===== config.mk =====
export PLATFORM = sky130hd
export DESIGN_NAME = axis_bit_packer
export DESIGN_NICKNAME = d
export VERILOG_FILES = /design/src/rtl/axis_bit_packer.sv
export SDC_FILE = /design/constraint.sdc
export NUM_CORES = 1
export LEC_CHECK = 0
export ABC_AREA = 1
export CAP_MARGIN = 20
export CORE_MARGIN = 10
export CORE_UTILIZATION = 56
export DETAILED_ROUTE_END_ITERATION = 16
export GPL_ROUTABILITY_DRIVEN = 1
export PLACE_DENSITY = 0.78
export SLEW_MARGIN = 20
export SYNTH_ARGS = -nofsm -noshare
export SYNTH_HDL_FRONTEND = slang
export SYNTH_SLANG_ARGS = --single-unit

===== constraint.sdc =====
create_clock -name clk -period 11 [get_ports clk]
set_input_delay 2.75 -clock clk [delete_from_list [all_inputs] [get_ports clk]]
set_output_delay 2.75 -clock clk [all_outputs]
set_load 0.02 [all_outputs]

===== src/rtl/axis_bit_packer.sv =====
// MSB-first packer: appends variable-length codewords into a bit buffer and
// drains fixed-width words; a packet's last codeword forces a zero-padded word.
module axis_bit_packer #(
  parameter int CODE_WIDTH   = 32,
  parameter int LENGTH_WIDTH = 6,
  parameter int OUTPUT_WIDTH = 32
) (
  input  logic                    clk,
  input  logic                    rst,
  input  logic                    input_valid,
  output logic                    input_ready,
  input  logic [CODE_WIDTH-1:0]   input_data,
  input  logic [LENGTH_WIDTH-1:0] input_length,
  input  logic                    input_last,
  output logic                    output_valid,
  input  logic                    output_ready,
  output logic [OUTPUT_WIDTH-1:0] output_data,
  output logic                    output_last
);
  localparam int BUF_W  = OUTPUT_WIDTH + CODE_WIDTH - 1;
  localparam int FILL_W = $clog2(BUF_W + 1);
  localparam logic [FILL_W-1:0] OW_F = FILL_W'(OUTPUT_WIDTH);
  localparam logic [FILL_W-1:0] BW_F = FILL_W'(BUF_W);

  typedef enum logic {PACK, FLUSH} state_t;

  state_t                  state_q, state_d;
  logic [BUF_W-1:0]        bits_q, bits_d;
  logic [FILL_W-1:0]       fill_q, fill_d;
  logic [OUTPUT_WIDTH-1:0] out_data_q, out_data_d;
  logic                    out_last_q, out_last_d;
  logic                    out_valid_q, out_valid_d;

  logic                    out_free, transfer, accept;
  logic [CODE_WIDTH-1:0]   code_masked;
  logic [FILL_W-1:0]       len_f, base, shamt;
  logic [BUF_W-1:0]        kept;

  assign out_free    = ~out_valid_q | output_ready;
  assign transfer    = (state_q == PACK) & (fill_q >= OW_F) & out_free;
  assign input_ready = ~rst & (state_q == PACK) & ((fill_q < OW_F) | transfer);
  assign accept      = input_valid & input_ready;
  assign code_masked = input_data & ~({CODE_WIDTH{1'b1}} << input_length);
  assign len_f       = FILL_W'(input_length);

  // Bits below fill are always zero, so the top word is already zero-padded.
  always_comb begin
    state_d     = state_q;
    bits_d      = bits_q;
    fill_d      = fill_q;
    out_valid_d = out_valid_q & ~output_ready;
    out_data_d  = out_data_q;
    out_last_d  = out_last_q;
    kept        = bits_q;
    base        = fill_q;
    shamt       = '0;
    case (state_q)
      PACK: begin
        if (transfer) begin
          out_valid_d = 1'b1;
          out_data_d  = bits_q[BUF_W-1 -: OUTPUT_WIDTH];
          out_last_d  = 1'b0;
          kept        = bits_q << OUTPUT_WIDTH;
          base        = fill_q - OW_F;
        end
        bits_d = kept;
        fill_d = base;
        if (accept) begin
          // New code lands directly below the bits still held after the transfer.
          shamt  = BW_F - base - len_f;
          bits_d = kept | (BUF_W'(code_masked) << shamt);
          fill_d = base + len_f;
          if (input_last) state_d = FLUSH;
        end
      end
      FLUSH: begin
        if (out_free) begin
          out_valid_d = 1'b1;
          out_data_d  = bits_q[BUF_W-1 -: OUTPUT_WIDTH];
          if (fill_q > OW_F) begin
            out_last_d = 1'b0;
            bits_d     = bits_q << OUTPUT_WIDTH;
            fill_d     = fill_q - OW_F;
          end else begin
            out_last_d = 1'b1;
            bits_d     = '0;
            fill_d     = '0;
            state_d    = PACK;
          end
        end
      end
      default: state_d = PACK;
    endcase
  end

  always_ff @(posedge clk or posedge rst) begin
    if (rst) begin
      state_q     <= PACK;
      bits_q      <= '0;
      fill_q      <= '0;
      out_data_q  <= '0;
      out_last_q  <= 1'b0;
      out_valid_q <= 1'b0;
    end else begin
      state_q     <= state_d;
      bits_q      <= bits_d;
      fill_q      <= fill_d;
      out_data_q  <= out_data_d;
      out_last_q  <= out_last_d;
      out_valid_q <= out_valid_d;
    end
  end

  assign output_valid = out_valid_q;
  assign output_data  = out_data_q;
  assign output_last  = out_last_q;
endmodule


## After elaboration in Yosys (flattened, before gate mapping)

Cells that the tools add are included.
W data, S select, Z words.

| storage, ports and cells | value |
|---|---|
| flip-flop bits (word level) | 104 |
| output and inout bits | 35 |
| word-level logic and storage cells | 60 |
| input port bits | 43 |

| cells by class | value |
|---|---|
| multiplexer cells | 27 |
| reduce and logical (&&, ||, !) cells | 1 |
| eq/ne operators | 2 |
| $lt $le $gt $ge | 3 |
| add/subtract/negate cells | 4 |
| bitwise operators | 15 |
| shift-type cells | 2 |

Operators with widths:

| cell | number |
|---|---|
| $mux W63 | 5 |
| $pmux W63 S2 | 1 |
| $mux W32 | 2 |
| $pmux W32 S2 | 1 |
| $or A63 B63 Y63 | 1 |
| $shl A32 B6 Y63 | 1 |
| $and A32 B32 Y32 | 1 |
| $not A32 Y32 | 1 |
| $shl A32 B6 Y32 const A | 1 |
| $mux W6 | 5 |
| $pmux W6 S2 | 1 |
| $mux W1 | 9 |
| $add A6 B6 Y6 | 1 |
| $and A1 B1 Y1 | 6 |
| $ge A6 B6 Y1 const B | 1 |
| $gt A6 B6 Y1 const B | 1 |
| $lt A6 B6 Y1 const B | 1 |
| $pmux W1 S2 | 3 |
| $sub A6 B6 Y6 | 1 |
| $sub A6 B6 Y6 const A | 1 |
| $sub A6 B6 Y6 const B | 1 |
| $not A1 Y1 | 4 |
| $ne A2 B1 Y1 const B | 1 |
| $ne A2 B2 Y1 const B | 1 |
| other kinds (2) | 3 |

## Depth between registers and ports, before layout

| logic depth | value |
|---|---|
| depth after elaboration | 11 |
| depth in mapped cells | 20 |
| depth with buffers taken out | 18 |

## Worst setup path before layout

No wires, ideal clock.

| path | value |
|---|---|
| path kind | input to output |
| start point | input output_ready |
| end point | output input_ready |
| setup slack | 3.838 ns |
| data arrival time | 4.412 ns |
| required time | 8.250 ns |
| stages | 8 |
| path buffers | 1 |
| cell sequence | nor2_1 > nor2_2 > inv_1 > nor2_1 > buf_4 > inv_1 > ha_1 > nor3_1 |

| on the way | value |
|---|---|
| cells in the longest elaborated chain, start to end | 4 |

Ends and longest elaborated chain:

| what | line | text |
|---|---|---|
| start: declaration | 16 | `input logic output_ready,` |
| $or A1 B1 Y1 | 39 | `assign out_free = ~out_valid_q \| output_ready;` |
| $and A1 B1 Y1 | 40 | `assign transfer = (state_q == PACK) & (fill_q >= OW_F) & out_free;` |
| $or A1 B1 Y1 | 41 | `assign input_ready = ~rst & (state_q == PACK) & ((fill_q < OW_F) \| transfer);` |
| $and A1 B1 Y1 | 41 |  |
| end: declaration | 11 | `output logic input_ready,` |

No other way between the ends.

## Final worst setup path

Ends and elaborated chain as after synthesis.

==> run metrics <==
commonest non-fill, non-tap cells in the layout=nand2_1 (447), nand3_1 (275), inv_1 (115), dfrtp_1 (104), o21ai_0 (97); worst hold path startpoint=output_data[9]; crit path cell chain=clkdlybuf4s50_1 -> nor2_1 -> nor2_2 -> buf_4 -> inv_1 -> nor2_2 -> inv_1 -> ha_1 -> nor3_1 -> clkdlybuf4s50_1; final wirelength=25,900 µm; worst setup path class=in2out; Detail Placement HPWL=19,100 µm; top_reg_cell synth=dfrtp_1; top-area cell type share of the netlist area=32.1%; post-cts resize count=0; # nets final=approximately 1,400; Reg clk slew, reported paths=roughly 0.070 ns; RSZ-0062 raised after global routing=no; final instance area=0.00917 mm²; P&R area growth vs syn=13.2%; Residual DRC=0; Core ar.=0.0140 mm²; antenna violations before repair=0; final hold vios=0; starting density of the core=just under 60%; CTS tree=done; dpl cells=1,496; CP peak stage delay=0.68 ns; Gate Count Post-Synth=about 1,300; largest net degree at the start of global routing=67; PwrDens=365 mW/mm²; met2 Track Usage GR=41.0%; Post-Syn Area=0.00810 mm²; status=finished, final reports clean; GR peak layer=met2; # IOs=78; fin cells=1,513; max-slew violations=0; total global-route track usage=26.1%; WP data required=a little over 8 ns; most common cell after layout, fill and taps aside=nand2_1; Skew-Pair Late Insertion Delay=0.37 ns; Row Count=43; GR met3 Demand/Resource=4.83%; vias per cell=5.87; M1 GR Usage=between 30% and 40%; Hold EP=output_data[9]; Static Leak=0.00440 µW; CTS Hold Bufs=0; start of the worst register-to-register path=output_valid; Antenna Nets Post-Route=0; part of the cycle the worst path needs=about 75%; Worst Path Arrival=5.50 ns; hold path depth=2; root buf cell=clkbuf_16; Inserted Clock Buffers=9; clk_skew=0.0118 ns; Peak VDD IR=around 280 µV; vias in the first global route=around 8,300; Sink Count=104; Critical Path Source Type=input pin; I/O Buffers=77; Placed Instance Area=0.00884 mm²; Antenna diodes=0; FF-to-FF End=bits_q[44]; # setup viols final=0; CTS max path bufs=2; post-synthesis cell type count=35; Seq/Total Area, Yosys=32.1%; Slew @ Worst Pin=0.997 ns; DIE AREA=~0.02 mm²; worst-path maximum fanout=28; Fin Setup TNS=0 ns; relative slew slack=33.5%; final RePlAce weighted congestion=between 0.9 and 1; Mean Syn Cell Area=6.19 µm²; Die Width=140 µm; number of DRC markers in iteration 0=1,040; vias=8,886; Final Critical Period=8.25 ns; delay-heaviest family, CP=buffers and inverters; total congestion overflow=0; post-CTS setup buffers=0; Fill cells=1,279; CP bufs+invs=5; first-pass GRT wire length=42,800 µm; 1st-pass router iterations=6; Tot Pwr=3350 µW; FMAX=approximately 0.12 GHz; Crit. End Element=output pin; Synth async-reset ratio=100%; synth warn=0; Post-synth EDFFs=0; H-tree Lvls=3; WL per Instance=17.1 µm; Slowest-stage cell, CP=clkdlybuf4s50_1; Synth area leader=dfrtp_1; Area contributors post-synth=dfrtp_1 (32%), nand2_1 (21%), nand3_1 (17%); R2R depth=17; syn_nets=1,362; share of layout cells above drive strength 1=3.75%; Die H=roughly 140 µm; max_cap viols=0; hold crit path type=reg2reg; synthesized flop and latch total=around 100; R2R Setup Slk=between 7 and 8 ns
## logic make-up after synthesis
| group | after synthesis | synth area share, % |
|---|---|---|
| xor+xnor | 4 | 0.664 |
| buf+inv | 204 | 10.2 |
| compound gates | 203 | 13.8 |
| simple gates | 782 | 41.4 |
| fa+ha+maj | 11 | 1.79 |
| flops | 104 | 32.1 |
## through the flow
step	utilization [%]	worst slack (ns)	hold WS, ns
finish	65.3	2.75	0.481
detailed placement	62.9	2.82	0.466
CTS	65.2	2.79	0.486
global placement	62.9	2.89	0.463
floorplan	-	3.84	0.449
global route	65.3	2.57	0.510
## cell type report
class	instances	area, µm²	share of cell area, %
sequential	104	2600	28.4
clock buffer	9	225	2.46
tap	180	225	2.46
inverter	125	472	5.14
clock inverter	7	90.1	0.982
timing repair buffer	88	866	9.44
multi-input combinational	1000	4690	51.1
## worst reg2reg max path: stages, from the launching register on
cell and delay (ns):
dfrtp_1 0.38, inv_1 0.06, nor2_1 0.07, nor2_2 0.08, buf_4 0.32, inv_1 0.25
nor2_2 0.22, inv_1 0.16, ha_1 0.33, xor2_1 0.27, inv_1 0.07, nand2_1 0.11
nand2_4 0.27, nor2_2 0.61, nand2_1 0.12, nand3_1 0.16, nand2_1 0.07, a21o_1 0.15
## state kept, by name (all words and copies together), names as in the netlist
signal        cells
state_q           1
output_data      32
fill_q            6
output_valid      1
output_last       1
bits_q           63
## worst max path at each step
stage	cells past startpoint	end	slack, ns	startpoint
finish	10	input_ready	2.75	output_ready
global route	10	input_ready	2.57	output_ready
CTS	10	input_ready	2.79	output_ready
detailed placement	10	input_ready	2.82	output_ready
global placement	10	input_ready	2.89	output_ready
floorplan	8	input_ready	3.84	output_ready
## layer usage
metal  routed length, µm  vias up
met5                   0        -
met4                 676        0
met3                2120       42
met2               12000      385
met1               11100     4106
li1                    -     4353
## synth_stat cells (2+ instances only)
master    number
a21boi_0       3
a21o_1         5
a21oi_1       35
buf_1         16
buf_2         23
buf_4          6
clkbuf_1      33
dfrtp_1      104
ha_1          10
inv_1        116
inv_2          8
nand2_1      447
nand2_2        2
nand3_1      275
nand4_1       11
nor2_1        37
nor2_2         2
nor2_4         3
o21ai_0       97
o21ai_1       11
o22ai_1       47
or2_1          2
xor2_1         3
## power breakdown
part	internal, µW	leakage (µW)	switching [µW]	total, µW
logic	717	0.00290	1650	2360
clock network	182	0.000147	161	343
registers	547	0.00135	92.8	640
Note: power is estimated with default switching activity, not from simulation.
